==> config.mk <==
export PLATFORM = sky130hd
export DESIGN_NAME = alu_operand_stage
export DESIGN_NICKNAME = d
export VERILOG_FILES = /design/src/rtl/alu_operand_stage.sv
export SDC_FILE = /design/constraint.sdc
export NUM_CORES = 1
export LEC_CHECK = 0
export CAP_MARGIN = 0
export CORE_MARGIN = 5
export CORE_UTILIZATION = 38
export CTS_CLUSTER_SIZE = 14
export DETAILED_ROUTE_END_ITERATION = 16
export GPL_TIMING_DRIVEN = 0
export PLACE_DENSITY = 0.85
export REMOVE_ABC_BUFFERS = 1
export SLEW_MARGIN = 40
export SYNTH_ARGS = -nofsm -noshare
export SYNTH_HDL_FRONTEND = slang
export SYNTH_SLANG_ARGS = --single-unit
==> constraint.sdc <==
create_clock -name clk -period 1.6 [get_ports clk]
set_input_delay 0.32 -clock clk [delete_from_list [all_inputs] [get_ports clk]]
set_output_delay 0.32 -clock clk [all_outputs]
set_load 0.02 [all_outputs]
==> src/rtl/alu_operand_stage.sv <==
// -----------------------------------------------------------------------------
// alu_operand_stage
//   Selects and registers ALU operand 2. The source code picks between the
//   forwarded RY register value, a small set of constants and several
//   sign/zero-extended immediate fields. The output register honours
//   flush (highest priority), then stall (hold), then a normal load.
//
// Ports
//   clk           rising-edge clock
//   rst           asynchronous active-low reset
//   in_valid      decode stage presents a valid instruction
//   stall         hold the stage contents
//   flush         kill the stage contents
//   ALU_Src2      operand-2 source code
//   data_ry       register-file read port RY
//   imm_raw       raw 11-bit immediate field
//   fwd_sel       forwarding select for RY (00 rf, 01 ex/mem, 10 mem/wb, 11 ex/mem)
//   exmem_result  EX/MEM forwarding data
//   memwb_result  MEM/WB forwarding data
//   out_valid     Src2 holds a live operand
//   Src2          registered operand 2
//   src_is_imm    registered flag: Src2 came from an immediate
// -----------------------------------------------------------------------------
module alu_operand_stage #(
  parameter int DATA_W = 16,
  parameter int SEL_W  = 8
) (
  input  logic              clk,
  input  logic              rst,
  input  logic              in_valid,
  input  logic              stall,
  input  logic              flush,
  input  logic [SEL_W-1:0]  ALU_Src2,
  input  logic [DATA_W-1:0] data_ry,
  input  logic [10:0]       imm_raw,
  input  logic [1:0]        fwd_sel,
  input  logic [DATA_W-1:0] exmem_result,
  input  logic [DATA_W-1:0] memwb_result,
  output logic              out_valid,
  output logic [DATA_W-1:0] Src2,
  output logic              src_is_imm
);

  localparam logic [SEL_W-1:0] CODE_RY     = SEL_W'(8'h06);
  localparam logic [SEL_W-1:0] CODE_ZERO   = SEL_W'(8'h10);
  localparam logic [SEL_W-1:0] CODE_S_IMM4 = SEL_W'(8'h14);
  localparam logic [SEL_W-1:0] CODE_S_IMM5 = SEL_W'(8'h15);
  localparam logic [SEL_W-1:0] CODE_S_IMM8 = SEL_W'(8'h16);
  localparam logic [SEL_W-1:0] CODE_Z_IMM8 = SEL_W'(8'h17);
  localparam logic [SEL_W-1:0] CODE_SHAMT  = SEL_W'(8'h18);
  localparam logic [SEL_W-1:0] CODE_ONE    = SEL_W'(8'h26);

  logic              out_valid_q, out_valid_d;
  logic [DATA_W-1:0] src2_q, src2_d;
  logic              src_is_imm_q, src_is_imm_d;

  logic [DATA_W-1:0] ry_fwd;
  logic [DATA_W-1:0] sel_val;
  logic              sel_imm;
  logic [3:0]        shamt;

  // Bits [10:8] of the immediate are not used by any source code.
  logic unused_imm_hi;
  assign unused_imm_hi = ^imm_raw[10:8];

  // A zero shift-amount field encodes a shift of 8.
  assign shamt = (imm_raw[4:2] == 3'd0) ? 4'd8 : {1'b0, imm_raw[4:2]};

  always_comb begin
    ry_fwd = data_ry;
    unique case (fwd_sel)
      2'b00:   ry_fwd = data_ry;
      2'b10:   ry_fwd = memwb_result;
      default: ry_fwd = exmem_result;  // 01 and 11: newest value wins
    endcase
  end

  always_comb begin
    sel_val = '0;
    sel_imm = 1'b0;
    case (ALU_Src2)
      CODE_RY:     sel_val = ry_fwd;
      CODE_ZERO:   sel_val = '0;
      CODE_S_IMM4: begin
        sel_val = DATA_W'($signed(imm_raw[3:0]));
        sel_imm = 1'b1;
      end
      CODE_S_IMM5: begin
        sel_val = DATA_W'($signed(imm_raw[4:0]));
        sel_imm = 1'b1;
      end
      CODE_S_IMM8: begin
        sel_val = DATA_W'($signed(imm_raw[7:0]));
        sel_imm = 1'b1;
      end
      CODE_Z_IMM8: begin
        sel_val = DATA_W'(imm_raw[7:0]);
        sel_imm = 1'b1;
      end
      CODE_SHAMT:  begin
        sel_val = DATA_W'(shamt);
        sel_imm = 1'b1;
      end
      CODE_ONE:    sel_val = DATA_W'(1);
      default: begin
        sel_val = '0;
        sel_imm = 1'b0;
      end
    endcase
  end

  always_comb begin
    out_valid_d  = out_valid_q;
    src2_d       = src2_q;
    src_is_imm_d = src_is_imm_q;
    if (flush) begin
      out_valid_d  = 1'b0;
      src2_d       = '0;
      src_is_imm_d = 1'b0;
    end else if (!stall) begin
      out_valid_d  = in_valid;
      // A bubble loads zeros so a dead slot never carries stale data.
      src2_d       = in_valid ? sel_val : '0;
      src_is_imm_d = in_valid & sel_imm;
    end
  end

  always_ff @(posedge clk or negedge rst) begin
    if (!rst) begin
      out_valid_q  <= 1'b0;
      src2_q       <= '0;
      src_is_imm_q <= 1'b0;
    end else begin
      out_valid_q  <= out_valid_d;
      src2_q       <= src2_d;
      src_is_imm_q <= src_is_imm_d;
    end
  end

  assign out_valid  = out_valid_q;
  assign Src2       = src2_q;
  assign src_is_imm = src_is_imm_q;

endmodule
=== Word level (Yosys, flattened, before mapping) ===
Index checks and enable logic that the tools add are counted.

* Equality and inequality tests: 9
* Multiplexer cells: 11
* Bitwise operators: 1
* Reductions and logical operators: 3

{| class="wikitable"
|+ Operator list
! cell !! count
|-
| one-hot mux 16 bit (7 select lines) || 1
|-
| 2-to-1 mux 16 bit || 3
|-
| equality test 8 x 5 -> 1 bit, second input constant || 5
|-
| one-hot mux 16 bit (2 select lines) || 1
|-
| equality test 8 x 3 -> 1 bit, second input constant || 1
|-
| equality test 8 x 6 -> 1 bit, second input constant || 1
|-
| 2-to-1 mux 1 bit || 5
|-
| OR reduction 5 bit || 1
|-
| 2-to-1 mux 4 bit || 1
|-
| logical NOT 3 bit || 1
|-
| equality test 2 bit, second input constant || 1
|-
| logical NOT 2 bit || 1
|-
| != test 2 x 1 -> 1 bit, second input constant || 1
|-
| AND 1 bit || 1
|}

* Bits in registers: 18
* Bits of input ports: 74
* Logic and storage cells: 27

=== Depth between registers and ports, before layout ===
Gate-level depths: netlist of run 1.

* Depth after elaboration: 6
* Gate-level depth with buffers: 6

=== Worst setup path after synthesis of run 1 ===
OpenSTA, ideal clock, no wires.

* Path kind: in2reg
* From: in fwd_sel[1]
* To: reg src2_q[0], in the netlist Src2[0]
* Library setup time: 0.124 ns
* Arrival time: 1.404 ns
* Path slack: 0.072 ns
* Cell stages on the path: 5
* Buffers on the path: 1
* Path through: buf_6 -> mux2_4 -> mux2_2 -> o211a_1 -> a211o_1

* Word-level cells in the longest chain between the ends: 6
* Elaborated cells on any way between the ends: 7
* Classes of those cells: eq/ne: 1; mux: 5; reduce/logical: 1

{| class="wikitable"
|+ RTL lines
! item !! line !! RTL
|-
| from (decl) || 36 || <nowiki>input logic [1:0] fwd_sel,</nowiki>
|-
| equality test 2 bit / logical NOT 2 bit (equally long branches) || 71 || <nowiki>unique case (fwd_sel)</nowiki>
|-
| one-hot mux 16 bit (2 select lines) (*) || 71 ||
|-
| one-hot mux 16 bit (7 select lines) (*) || 81 || <nowiki>case (ALU_Src2)</nowiki>
|-
| 2-to-1 mux 16 bit (*) || 123 || <nowiki>src2_d = in_valid ? sel_val : '0;</nowiki>
|-
| 2-to-1 mux 16 bit (*) || 120 || <nowiki>end else if (!stall) begin</nowiki>
|-
| 2-to-1 mux 16 bit (*) || 116 || <nowiki>if (flush) begin</nowiki>
|-
| to (signal assigned) || 135 || <nowiki>src2_q <= src2_d;</nowiki>
|-
| to (decl) || 54 || <nowiki>logic [DATA_W-1:0] src2_q, src2_d;</nowiki>
|}

Mark *: on every way between the ends. The rest lies on a longest branch, timed or not. The select of a mux whose other input is x is not followed.
A chain may end at the register's enable or synchronous reset.

=== Worst setup path after layout of run 1 ===
* From: in ALU_Src2[6]
* To: reg src2_q[3], in the netlist Src2[3]

* Word-level cells in the longest chain between the ends: 5
* Elaborated cells on any way between the ends: 11
* Classes of those cells: eq/ne: 7; mux: 4

{| class="wikitable"
|+ RTL lines
! item !! line !! RTL
|-
| from (decl) || 33 || <nowiki>input logic [SEL_W-1:0] ALU_Src2,</nowiki>
|-
| equality test 8 x 6 -> 1 bit, or another cell as far along || 81 ||
|-
| one-hot mux 16 bit (7 select lines) (*) || 81 ||
|-
| 2-to-1 mux 16 bit (*) || 123 ||
|-
| 2-to-1 mux 16 bit (*) || 120 ||
|-
| 2-to-1 mux 16 bit (*) || 116 ||
|}

Marked as above.

==> impl_metrics.py, run 1 <==
metrics = {
    "run_status": {
        "status": "finished, final reports clean",
    },
    "critical_path": {
        "critPathLaunchType": "primary input",
        "arrival_ns": 1.84,
        "worstPathMaxFanout": 6,
        "path_buf_inv": 3,
        "cp.required_ns": 1.84,
        "r2r-start": "Src2[0]$_DFFE_PN0P_",
        "crit_chain": "clkdlybuf4s50_1, nor4b_4, buf_4, buf_2, nand3_1, o211ai_1, a22o_1",
        "critPathMaxStageDelay_ns": 0.48,
        "worst-setup-path-type": "in2reg",
        "crit_slowest_cell": "clkdlybuf4s50_1",
        "end_kind": "flop",
        "crit_family": "buffers and inverters",
        "crit_start": "ALU_Src2[6]",
    },
    "cells_and_area": {
        "register_area_um2": 450,
        "diodes": 0,
        "drive_gt1_share_pct": 19.6,
        "nNetsFinal": 294,
        "stdcell_count": 265,
        "areaGrowthSynthToFinish_pct": 75.0,
        "post-route-util_pct": 69.9,
        "multiInputGateArea_um2": 881,
        "final_area_mm2": 0.00239,
        "fillers": 277,
    },
    "power": {
        "p_leak_nw": 1.21,
        "p_sw_share_pct": 24.4,
        "power_mw": 1.09,
        "internal_power_mw": 0.823,
        "ir_worst_vdd_uv": 292,
        "clockPowerShare_pct": 25.7,
        "switching_power_mw": 0.266,
        "pwr-share-seq_pct": 42.0,
        "combPwrFrac_pct": 32.3,
        "power.density_mw_per_mm2": 456,
    },
    "synth": {
        "syn_area_mm2": 0.00136,
        "ys_ff_latch": 18,
        "yosys-top-cells-count": "dfrtp_1, mux2_2, mux2i_1",
        "ys_top_cells_by_area": "dfrtp_1, mux2_2, mux2i_1, a22o_1, o22ai_1",
        "avgSynthCellArea_um2": 10.7,
        "yosysWarnings": 0,
        "synth_ff_type": "dfrtp_1",
        "synth_area_leader_cell": "dfrtp_1",
        "synth_edf_count": 0,
        "yosysMostFrequentCell": "dfrtp_1",
        "async_flop_share_pct": 100,
        "syn_inst": 127,
        "yosysUniqueCellTypes": 28,
        "synth_top_area_share_pct": 33.0,
        "seq_area_frac_synth_pct": 33.0,
    },
    "cts": {
        "cts-buffers-inserted": 3,
        "cts-root-buf": "clkbuf_4",
        "cts_tree": "built",
        "clockBufferDepth": 2,
        "path_clk_slew_ns": 0.11,
        "clkSinkCount": 18,
        "h-tree-depth": 1,
        "clk_latency_ns": 0.30,
    },
    "sta": {
        "finClkSkew_ns": 0,
        "worstMarginPinSlew_ns": 0.721,
        "timing.hold.ws_ns": 0.473,
        "slew_headroom_pct": 51.7,
        "fmax_ghz": 0.626,
        "finalSetupViolations": 0,
        "drv_slew": 0,
        "finalSetupTns_ns": 0,
        "min_period_ns": 1.60,
        "final.period_utilization_pct": 99.8,
        "hold_viol_final": 0,
        "setup_ws_ns": 0.00344,
    },
    "placed_design": {
        "post-place-ws_ns": -0.985,
        "dp_hpwl_mm": 3.51,
        "gp_congestion": 0.948,
        "placed_area_mm2": 0.00225,
        "place_inst": 251,
        "portBuffers": 88,
    },
    "detailed_routing": {
        "vias_per_cell": 5.59,
        "wirelength_mm": 4.69,
        "first_iter_violations": 83,
        "drt_drc_violations_left": 0,
        "vias": 1482,
        "wire_per_inst_um": 17.7,
        "ant_nets": 0,
        "first_pass_iters": 4,
    },
    "floorplanning": {
        "core_area_mm2": 0.00342,
        "row_count": 21,
        "initial_core_util_pct": 39.9,
        "pin_count": 92,
        "die_h_um": 69.9,
        "die_x_um": 69.9,
        "die-area_mm2": 0.00489,
    },
    "global_route": {
        "grt_pass1_vias": 1529,
        "antenna_found_initial": 0,
        "grt_max_degree": 19,
        "grt_use_total_pct": 17.8,
        "grt_pass1_wl_mm": 7.22,
        "grt-ovfl-total": 0,
    },
    "flow_run": {
        "maxCapViolCount": 0,
    },
    "worst_hold_path": {
        "worstHoldPathType": "in2async",
    },
}
-- sequential cells by signal, indices dropped and copies added (netlist names) --
signal,flops
Src2,16
out_valid,1
src_is_imm,1
-- path summary, 6_finish.rpt --
| check | endpoint | slack, ns | cells past startpoint |
|---|---|---|---|
| min in group clk | out_valid$_DFFE_PN0P_ | 0.50 | 1 |
| setup reg to reg | Src2[0]$_DFFE_PN0P_ | 0.85 | 1 |
| hold reg to reg | out_valid$_DFFE_PN0P_ | 0.50 | 1 |
| max in group asynchronous | Src2[2]$_DFFE_PN0P_ | 0.84 | 2 |
| hold / removal | Src2[7]$_DFFE_PN0P_ | 0.47 | 2 |
| setup / recovery | Src2[3]$_DFFE_PN0P_ | 0.003 | 7 |
-- cells by family after synthesis --
family                 Yosys count  share of synthesized area [%]
muxes                           35                           27.6
buffers and inverters           11                           5.14
AOI/OAI and AO/OA               39                           22.1
DFF                             18                           33.0
and+or+nand+nor                 24                           12.1
-- power by group through the flow --
stage | logic, mW | clock network, mW | registers (mW)
finish | 0.352 | 0.280 | 0.457
global route | 0.376 | 0.315 | 0.458
CTS | 0.343 | 0.287 | 0.457
detailed placement | 0.339 | 0 | 0.466
global placement | 0.328 | 0 | 0.466
floorplan | 0.105 | 0 | 0.468
-- cells in the final DEF, fill, tap and decap left out, types with 2 or more instances in the layout --
| cell type | synthesis | final |
|---|---|---|
| a22o_1 | 16 | 16 |
| o22ai_1 | 12 | 12 |
| buf_2 | 5 | 3 |
| mux2i_1 | 17 | 17 |
| nor2_1 | 2 | 2 |
| buf_4 | 2 | 9 |
| clkbuf_4 | 0 | 3 |
| dlygate4sd2_1 | 0 | 14 |
| nor4b_4 | 1 | 2 |
| nor3b_2 | 1 | 2 |
| nor2b_1 | 5 | 3 |
| o211ai_1 | 4 | 4 |
| dfrtp_1 | 18 | 18 |
| clkdlybuf4s50_1 | 0 | 60 |
| o21a_1 | 3 | 2 |
| mux2_2 | 17 | 17 |
| nand3_1 | 8 | 8 |
| dlymetal6s2s_1 | 0 | 10 |
-- routing by layer --
metal	GRT usage (%)	vias to the layer above	part of all wire, %
met5	0	-	0
met4	3.62	0	1.6
met3	7.89	10	9.6
met2	29.7	92	48
met1	21.2	690	41
li1	-	690	-
-- layout make-up --
cell class                 count  area share, %
clock buffer                   4           1.52
multi-input combinational     98           36.9
sequential                    18           18.9
tap                           46           2.41
timing repair buffer          99           40.3
-- timing repair --
item,CTS,global route
hold endpoints to repair,0,18
hold buffers,0,1
gates cloned,0,0
setup endpoints to repair,29,21
pin swaps,3,4
resized for setup,28,13
setup buffers,4,5
No activity file was read; power rests on OpenSTA's default activity.
==> run 2, diff against run 1 <==
--- a/config.mk
+++ b/config.mk
@@ -5,7 +5,7 @@
 export SDC_FILE = /design/constraint.sdc
 export NUM_CORES = 1
 export LEC_CHECK = 0
-export CAP_MARGIN = 0
+export CAP_MARGIN = 40
 export CORE_MARGIN = 5
 export CORE_UTILIZATION = 38
 export CTS_CLUSTER_SIZE = 14
==> results of run 2 <==
Final layout, timing and power as in run 1 (identical DEF).
==> run 3, diff against run 2 <==
--- a/config.mk
+++ b/config.mk
@@ -6,11 +6,11 @@
 export NUM_CORES = 1
 export LEC_CHECK = 0
 export CAP_MARGIN = 40
+export CORE_ASPECT_RATIO = 0.5
 export CORE_MARGIN = 5
 export CORE_UTILIZATION = 38
 export CTS_CLUSTER_SIZE = 14
 export DETAILED_ROUTE_END_ITERATION = 16
-export GPL_TIMING_DRIVEN = 0
 export PLACE_DENSITY = 0.85
 export REMOVE_ABC_BUFFERS = 1
 export SLEW_MARGIN = 40
==> run 3 against run 2 <==
Against the previous run: the run now ends with negative setup slack left; combinational power grew 8.8%; setup slack worse by 0.030 ns; critical path depth is 2 lower; via count is 1.4% higher; non-clock buffer count is 12 higher; maximum frequency is 1.8% lower; worst hold slack got worse by 0.084 ns; clock skew did not move; routed wire length grew 6.4%; clock power grew 30%; register-to-register slack lost 0.02 ns; critical path type unchanged; largest cell class unchanged; largest power group unchanged; highest routed layer unchanged.
==> impl_metrics.py, run 3 (synthesized netlist as in run 1, its figures left out) <==
metrics = {
    "cells_and_area": {
        "nNetsFinal": 306,
        "post-route-util_pct": 73.4,
        "largest_reg_flops": 16,
        "mostFrequentLayoutCells": "clkdlybuf4s50_1, buf_4, dfrtp_1",
        "drive_gt1_share_pct": 22.9,
        "layout_commonest_cell": "clkdlybuf4s50_1",
        "areaGrowthSynthToFinish_pct": 86.0,
        "fillers": 249,
        "final_area_mm2": 0.00254,
        "diodes": 0,
    },
    "floorplanning": {
        "core_area_mm2": 0.00345,
        "die-area_mm2": 0.00496,
        "row_count": 15,
        "initial_core_util_pct": 39.5,
        "die_x_um": 94.7,
        "die_h_um": 52.4,
        "pin_count": 92,
    },
    "sta": {
        "drv_slew": 0,
        "timing.hold.ws_ns": 0.389,
        "hold_viol_final": 0,
        "finalSetupTns_ns": -0.0265,
        "finClkSkew_ns": 0,
        "final.period_utilization_pct": 102,
        "setup_ws_ns": -0.0265,
        "slew_headroom_pct": 51.3,
        "worstMarginPinSlew_ns": 0.727,
        "min_period_ns": 1.63,
        "fmax_ghz": 0.615,
        "finalSetupViolations": 1,
    },
    "critical_path": {
        "path_buf_inv": 2,
        "r2r-start": "Src2[0]$_DFFE_PN0P_",
        "critPathLaunchType": "primary input",
        "crit_family": "buffers and inverters",
        "worst-setup-path-type": "in2reg",
        "worstPathMaxFanout": 9,
        "crit_start": "fwd_sel[0]",
        "arrival_ns": 1.77,
        "crit_chain": "clkdlybuf4s50_1, buf_4, mux2i_1, o211ai_1, a22o_1",
        "critPathMaxStageDelay_ns": 0.56,
        "crit_slowest_cell": "clkdlybuf4s50_1",
        "end_kind": "flop",
        "cp.required_ns": 1.75,
    },
    "cts": {
        "cts_tree": "built",
        "path_clk_slew_ns": 0.07,
        "clkSinkCount": 18,
        "cts-buffers-inserted": 3,
        "cts-hold-fix-buffers": 0,
        "cts-root-buf": "clkbuf_8",
        "h-tree-depth": 1,
        "clockBufferDepth": 2,
        "clk_latency_ns": 0.25,
    },
    "flow_run": {
        "maxCapViolCount": 0,
    },
    "detailed_routing": {
        "vias_per_cell": 5.33,
        "vias": 1503,
        "first_pass_iters": 4,
        "drt_drc_violations_left": 0,
        "first_iter_violations": 52,
        "wirelength_mm": 4.99,
        "ant_nets": 0,
        "wire_per_inst_um": 17.7,
    },
    "global_route": {
        "antenna_found_initial": 0,
        "grt_use_total_pct": 18.5,
        "grt_pass1_vias": 1480,
        "grt_max_degree": 19,
        "grt_pass1_wl_mm": 7.09,
        "grt-ovfl-total": 0,
    },
    "placed_design": {
        "dp_hpwl_mm": 3.85,
        "gp_congestion": 0.818,
        "portBuffers": 88,
        "placed_area_mm2": 0.00238,
    },
    "run_status": {
        "violations": "negative setup slack",
        "status": "finished with violations",
    },
    "power": {
        "power.density_mw_per_mm2": 475,
        "ir_worst_vdd_uv": 291,
        "p_leak_nw": 1.14,
    },
    "worst_hold_path": {
        "worstHoldPathType": "in2async",
    },
}
==> run 3: cell types whose count changed in the layout (fill, tap and decap cells not counted), sizes merged <==
cell / previous run / this run
buf: 12 / 22
clkbuf: 4 / 5
clkdlybuf4s15: 2 / 0
clkdlybuf4s50: 60 / 79
dlygate4sd2: 14 / 3
dlygate4sd3: 1 / 0
dlymetal6s2s: 10 / 6
==> run 3: what timing repair did <==
| action | 4_1_cts | 5_1_grt |
|---|---|---|
| setup endpoints to repair | 16 | 16 |
| resized for setup | 9 | 9 |
| pin swaps | 3 | 4 |
| cloned | 0 | 1 |
| setup buffers | 0 | 3 |
==> run 3: final cells by class <==
| type | count | area (um^2) | area share (%) |
|---|---|---|---|
| sequential | 18 | 450 | 17.8 |
| timing repair buffer | 111 | 1090 | 43.0 |
| tap | 51 | 63.8 | 2.52 |
| clock buffer | 4 | 55.1 | 2.17 |
| multi-input combinational | 98 | 877 | 34.6 |
==> run 3: layer usage <==
layer | wire [um] | part of all wire (%) | vias to the layer above | global-route usage, %
met5 | 0 | 0 | - | 0
met4 | 108 | 2.2 | 0 | 3.11
met3 | 205 | 4.1 | 10 | 3.01
met2 | 2680 | 54 | 49 | 36.9
met1 | 1990 | 40 | 733 | 21.3
li1 | - | - | 711 | -
==> run 3: final timing paths <==
path / end / slack, ns / cells past startpoint
worst max-delay path: Src2[3]$_DFFE_PN0P_ / -0.03 / 5
worst min-delay path: Src2[6]$_DFFE_PN0P_ / 0.39 / 2
worst max register to register: Src2[0]$_DFFE_PN0P_ / 0.83 / 1
worst min register to register: out_valid$_DFFE_PN0P_ / 0.48 / 1
max in group asynchronous: Src2[7]$_DFFE_PN0P_ / 1.02 / 2
min in group clk: out_valid$_DFFE_PN0P_ / 0.48 / 1
==> run 3: power breakdown <==
| part | switching (mW) | leakage [nW] | internal, mW |
|---|---|---|---|
| registers | 0.000821 | 0.251 | 0.457 |
| clock network | 0.145 | 0.0288 | 0.218 |
| logic | 0.132 | 0.859 | 0.251 |
==> run 3: per-stage QoR <==
stage / instances / worst slack [ns] / total power, mW
after detailed placement: 274 / -0.496 / 0.833
after CTS: 278 / -0.00345 / 1.19
after floorplan: 116 / -0.569 / 0.573
final: 282 / -0.0265 / 1.20
after global placement: 274 / -0.445 / 0.823
after global routing: 282 / -0.0577 / 1.25
